==> config.mk <==
export PLATFORM = sky130hd
export DESIGN_NAME = acc_cmd_sequencer
export DESIGN_NICKNAME = d
export VERILOG_FILES = /design/src/rtl/acc_cmd_sequencer.sv
export SDC_FILE = /design/constraint.sdc
export NUM_CORES = 1
export LEC_CHECK = 0
export CORE_MARGIN = 2
export CORE_UTILIZATION = 35
export CTS_BUF_LIST = sky130_fd_sc_hd__clkbuf_8
export CTS_CLUSTER_DIAMETER = 40
export CTS_CLUSTER_SIZE = 40
export DETAILED_ROUTE_END_ITERATION = 6
export GPL_ROUTABILITY_DRIVEN = 0
export PLACE_DENSITY_LB_ADDON = 0.2
export SETUP_SLACK_MARGIN = 0.1
export SLEW_MARGIN = 10
export SYNTH_ARGS = -nofsm -noshare
export SYNTH_HDL_FRONTEND = slang
export SYNTH_SLANG_ARGS = --single-unit
==> constraint.sdc <==
create_clock -name MCLK -period 2 [get_ports MCLK]
set_clock_uncertainty 0.1 [all_clocks]
set_input_delay 0.2 -clock MCLK [delete_from_list [all_inputs] [get_ports MCLK]]
set_output_delay 0.2 -clock MCLK [all_outputs]
set_load 0.02 [all_outputs]
==> src/rtl/acc_cmd_sequencer.sv <==
// Button front-end and command sequencer for the Basys2 adder/accumulator datapath.
// Build macro AUTO_REPEAT_EN adds periodic synthetic add events while the add button is held.
module acc_cmd_sequencer #(
   parameter int unsigned DEBOUNCE_CYCLES = 4,
   parameter int unsigned ACK_TIMEOUT     = 16,
   parameter int unsigned CNT_W           = 16,
   parameter int unsigned REPEAT_CYCLES   = 32
) (
   input  logic             MCLK,
   input  logic             rst_n,
   input  logic             btn_clear,
   input  logic             btn_load,
   input  logic             btn_add,
   input  logic [7:0]       sw,
   output logic             reg1_we,
   output logic [7:0]       reg1_data,
   output logic             acc_add,
   output logic             acc_clr,
   input  logic             acc_ack,
   output logic             busy,
   output logic [CNT_W-1:0] op_count,
   output logic             timeout_err
);

   if (DEBOUNCE_CYCLES < 1 || DEBOUNCE_CYCLES > 255 || ACK_TIMEOUT < 1 || ACK_TIMEOUT > 255 ||
       CNT_W < 1 || REPEAT_CYCLES < 1) begin : g_param_check
      $error("acc_cmd_sequencer: parameter out of range");
   end

   typedef enum logic [2:0] {StIdle, StClear, StLoad, StAddReq, StAddWait} state_e;

   // Button bit order: 0 = clear, 1 = load, 2 = add.
   logic [2:0] sync1_q, sync2_q, deb_q, deb_prev_q, press;
   logic [7:0] dcnt_q [3];
   logic       clr_ev, load_ev, add_ev;

   state_e           state_q, state_d;
   logic [7:0]       tmr_q, tmr_d;
   logic [7:0]       reg1_data_q, reg1_data_d;
   logic [CNT_W-1:0] op_count_q, op_count_d;
   logic             timeout_q, timeout_d;

   always_ff @(posedge MCLK) begin
      if (!rst_n) begin
         sync1_q    <= '0;
         sync2_q    <= '0;
         deb_q      <= '0;
         deb_prev_q <= '0;
         for (int i = 0; i < 3; i++) dcnt_q[i] <= '0;
      end else begin
         sync1_q    <= {btn_add, btn_load, btn_clear};
         sync2_q    <= sync1_q;
         deb_prev_q <= deb_q;
         for (int i = 0; i < 3; i++) begin
            if (sync2_q[i] == deb_q[i]) begin
               dcnt_q[i] <= '0;
            end else if (dcnt_q[i] == 8'(DEBOUNCE_CYCLES - 1)) begin
               deb_q[i]  <= sync2_q[i];
               dcnt_q[i] <= '0;
            end else begin
               dcnt_q[i] <= dcnt_q[i] + 8'd1;
            end
         end
      end
   end

   assign press   = deb_q & ~deb_prev_q;
   assign clr_ev  = press[0];
   assign load_ev = press[1];

`ifdef AUTO_REPEAT_EN
   logic        rep_on_q;
   logic [31:0] rep_cnt_q;
   logic        rep_fire;

   assign rep_fire = rep_on_q && (rep_cnt_q == 32'(REPEAT_CYCLES - 1));

   // Interval restarts on every fire, whether or not the FSM accepts the event.
   always_ff @(posedge MCLK) begin
      if (!rst_n) begin
         rep_on_q  <= 1'b0;
         rep_cnt_q <= '0;
      end else if (clr_ev || !deb_q[2]) begin
         rep_on_q  <= 1'b0;
         rep_cnt_q <= '0;
      end else if (press[2]) begin
         rep_on_q  <= 1'b1;
         rep_cnt_q <= '0;
      end else if (rep_on_q) begin
         rep_cnt_q <= rep_fire ? '0 : rep_cnt_q + 32'd1;
      end
   end

   assign add_ev = press[2] || rep_fire;
`else
   assign add_ev = press[2];
`endif

   always_ff @(posedge MCLK) begin
      if (!rst_n) begin
         state_q     <= StIdle;
         tmr_q       <= '0;
         reg1_data_q <= '0;
         op_count_q  <= '0;
         timeout_q   <= 1'b0;
      end else begin
         state_q     <= state_d;
         tmr_q       <= tmr_d;
         reg1_data_q <= reg1_data_d;
         op_count_q  <= op_count_d;
         timeout_q   <= timeout_d;
      end
   end

   always_comb begin
      state_d     = state_q;
      tmr_d       = tmr_q;
      reg1_data_d = reg1_data_q;
      op_count_d  = op_count_q;
      timeout_d   = timeout_q;
      unique case (state_q)
         StIdle: begin
            if (clr_ev) begin
               state_d = StClear;
            end else if (load_ev) begin
               state_d     = StLoad;
               reg1_data_d = sw;
            end else if (add_ev) begin
               state_d = StAddReq;
            end
         end
         StClear: begin
            op_count_d = '0;
            timeout_d  = 1'b0;
            state_d    = StIdle;
         end
         StLoad: state_d = StIdle;
         StAddReq: begin
            tmr_d   = '0;
            state_d = StAddWait;
         end
         StAddWait: begin
            if (acc_ack) begin
               if (op_count_q != '1) op_count_d = op_count_q + CNT_W'(1);
               state_d = StIdle;
            end else if (tmr_q == 8'(ACK_TIMEOUT - 1)) begin
               timeout_d = 1'b1;
               state_d   = StIdle;
            end else begin
               tmr_d = tmr_q + 8'd1;
            end
         end
         default: state_d = StIdle;
      endcase
      // Clear aborts whatever is in flight.
      if (state_q != StIdle && clr_ev) state_d = StClear;
   end

   // Strobes are masked while reset is asserted so none escapes on the reset cycle.
   assign reg1_we     = rst_n && (state_q == StLoad);
   assign acc_add     = rst_n && (state_q == StAddReq);
   assign acc_clr     = rst_n && (state_q == StClear);
   assign busy        = (state_q != StIdle);
   assign reg1_data   = reg1_data_q;
   assign op_count    = op_count_q;
   assign timeout_err = timeout_q;

endmodule

==> impl_metrics.tcl <==
set metrics [dict create \
    crit_path_start_kind "flop" \
    vdd_drop_max_mv 0.3118 \
    core-area_mm2 0.009328 \
    ys.flop_type "dfxtp_1" \
    async_reset_ff_share_pct 0 \
    cts.path.max_buffers 2 \
    io_buffers 42 \
    crit_type "flop to flop" \
    die-height_um 102.5 \
    die_x_um 102.5 \
    ys_ff_latch 72 \
    grt_pass1_vias 2682 \
    synth_xor_xnor_area_share_pct 5.674 \
    synth_top_family_by_area "simple AND/OR/NAND/NOR gates" \
    firstDrtPassIters 4 \
    stdcell_area_mm2 0.004512 \
    drtIter0Drc 56 \
    routed_wl_mm 7.656 \
    fin_crit_sh_pct 90.90 \
    clk_latency_ns 0.34 \
    finalSetupViolCount 0 \
    floorplan.initialDensity_pct 36.41 \
    yosysSeqAreaShare_pct 49.52 \
    synth_compound_area_share_pct 7.775 \
    antenna_found_initial 0 \
    met3_usage_pct 2.644 \
    cts_buffers 9 \
    ys_warn_count 0 \
    rsz0062_at_grt "true" \
    dieArea_mm2 0.01051 \
    clock-sinks 72 \
    synth-simple-area-share_pct 28.63 \
    post-route-util_pct 48.37 \
    grt_pass1_wl_mm 12.78 \
    hold_violations 0 \
    gr-usage-all-layers_pct 15.56 \
    grt-busiest-layer "met2" \
    overflow 0 \
    antenna_cells 0 \
    rows 35 \
    grt_max_degree 18 \
    path_clk_slew_ns 0.07 \
    grt_util_met2_pct 23.73 \
    ant_nets 0 \
    synth.avg_cell_area_um2 9.407 \
    maxCapViolCount 0 \
    slew_viol_final 0 \
    met1_usage_pct 21.73 \
    crit_arrival_ns 1.96 \
    synthesis.area_mm2 0.003396 \
    cts-root-buf "clkbuf_8" \
    outcome "complete, no violations" \
    synth_mux_area_share_pct 3.869 \
    min_period_ns 1.818 \
    cts_tree "yes" \
    holdBufCountCts 0 \
    nets 475 \
    place_area_mm2 0.004247 \
    ioPinCount 43 \
    drc_errors 0 \
    min_path_type "flop to flop" \
    drive_above_1_share_pct 14.75 \
    ys_types 51 \
    vias_per_cell 4.885 \
    vias 2882 \
    worstPathMaxFanout 4 \
    cts.htree.levels 3 \
    leakagePower_nw 1.761 \
    synth-edff-count 24 \
    endpoint_kind "flop" \
    power_mw 2.677 \
    required_ns 2.14 \
    wl_per_cell_um 12.98 \
    r2r_slack_ns 0.18 \
    synthAdderAreaFrac_pct 1.842 \
    dpl.hpwl_mm 5.460 \
    tns_ns 0 \
    power.density_mw_per_mm2 593.3 \
    netlist_instances 361 \
    clock.fmax_mhz 550.1 \
    area_growth_syn_to_layout_pct 32.87 \
]
-- Yosys cell counts (4+ instances only) --
library cell | count | area (um2)
xor2_1 | 17 | 148.9
ha_1 | 5 | 62.56
nor2_1 | 52 | 195.2
dfxtp_1 | 48 | 960.9
nand3_1 | 35 | 175.2
and3_1 | 8 | 50.05
a21oi_1 | 4 | 20.02
mux2i_1 | 12 | 120.1
nand4_1 | 15 | 93.84
edfxtp_1 | 24 | 720.7
nor3_1 | 10 | 50.05
inv_1 | 8 | 30.03
nand2b_1 | 5 | 31.28
o21ai_0 | 7 | 35.03
and2_1 | 9 | 56.30
nor4b_1 | 5 | 43.79
xnor2_1 | 5 | 43.79
nand2_1 | 29 | 108.9
clkbuf_1 | 11 | 41.29
or4_1 | 5 | 37.54
-- metrics by stage --
stage | setup slack [ns] | instances | hold slack [ns]
floorplan | 0.1067 | 384 | 0.2273
global placement | -0.08575 | 573 | 0.3187
detailed placement | -0.1149 | 573 | 0.3169
CTS | 0.05931 | 589 | 0.3345
global route | 0.04323 | 590 | 0.3633
finish | 0.1821 | 590 | 0.3349
-- per-layer routing --
layer / wire, um / up-vias
li1: - / 1479
met1: 3698 / 1337
met2: 3590 / 60
met3: 278 / 6
met4: 89 / 0
met5: 0 / -
-- final timing paths --
path                              start                     to  cells past startpoint
setup / recovery  tmr_q[7]$_SDFFE_PN0P_  tmr_q[4]$_SDFFE_PN0P_                      5
hold / removal    sync1_q[0]$_SDFF_PN0_  sync2_q[0]$_SDFF_PN0_                      1
setup reg to reg  tmr_q[7]$_SDFFE_PN0P_  tmr_q[4]$_SDFFE_PN0P_                      5
hold reg to reg   sync1_q[0]$_SDFF_PN0_  sync2_q[0]$_SDFF_PN0_                      1
-- worst max-delay path: stages, from the launching register on --
cell and delay (ns):
dfxtp_1 0.33, or4_4 0.56, o21ai_4 0.21, nand2_1 0.12, buf_4 0.16, a311oi_2 0.24
-- repair_timing --
item | in CTS | in global routing
gates resized for setup | 10 | 18
pin swaps | 0 | 3
setup endpoints to repair | 19 | 44
setup buffers | 0 | 1
-- cell usage in the layout (no fill, tap or decap), types with 12 or more instances in the layout --
| master | count |
|---|---|
| xor2_1 | 17 |
| nand2_1 | 29 |
| conb_1 | 24 |
| edfxtp_1 | 24 |
| dfxtp_1 | 46 |
| nor2_1 | 50 |
| clkdlybuf4s50_1 | 38 |
| nand4_1 | 15 |
| nand3_1 | 31 |
| mux2i_1 | 12 |
| buf_4 | 32 |
-- power by group --
part	total [mW]	internal (mW)	switching, mW
clock	1.00	0.469	0.533
combinational	0.114	0.0539	0.0602
sequential	1.56	1.54	0.0237
-- state kept, by name (all words and copies together), names as in the netlist --
register / cells
sync1_q: 3
deb_prev_q: 3
reg1_data: 8
op_count: 16
sync2_q: 3
state_q: 3
timeout_err: 1
deb_q: 3
dcnt_q: 24
tmr_q: 8
-- cell type report --
cell class              count  area, um2
well taps                 129      161.4
multi-input cells         291       1821
fillers                   917       4816
repair buffers             74      648.1
flip-flops and latches     72       1684
inverters                   8      30.03
clock buffers              10      137.6
clock inverters             6      30.03
-- cell families after synthesis --
kind of cell               Yosys count
muxes                               13
other                                1
and+or+nand+nor                    190
DFF                                 72
AOI/OAI and AO/OA                   37
xor gates and xnor gates            22
buffers and inverters               21
adders and majority gates            5
Note: power is estimated with default switching activity, not from simulation.
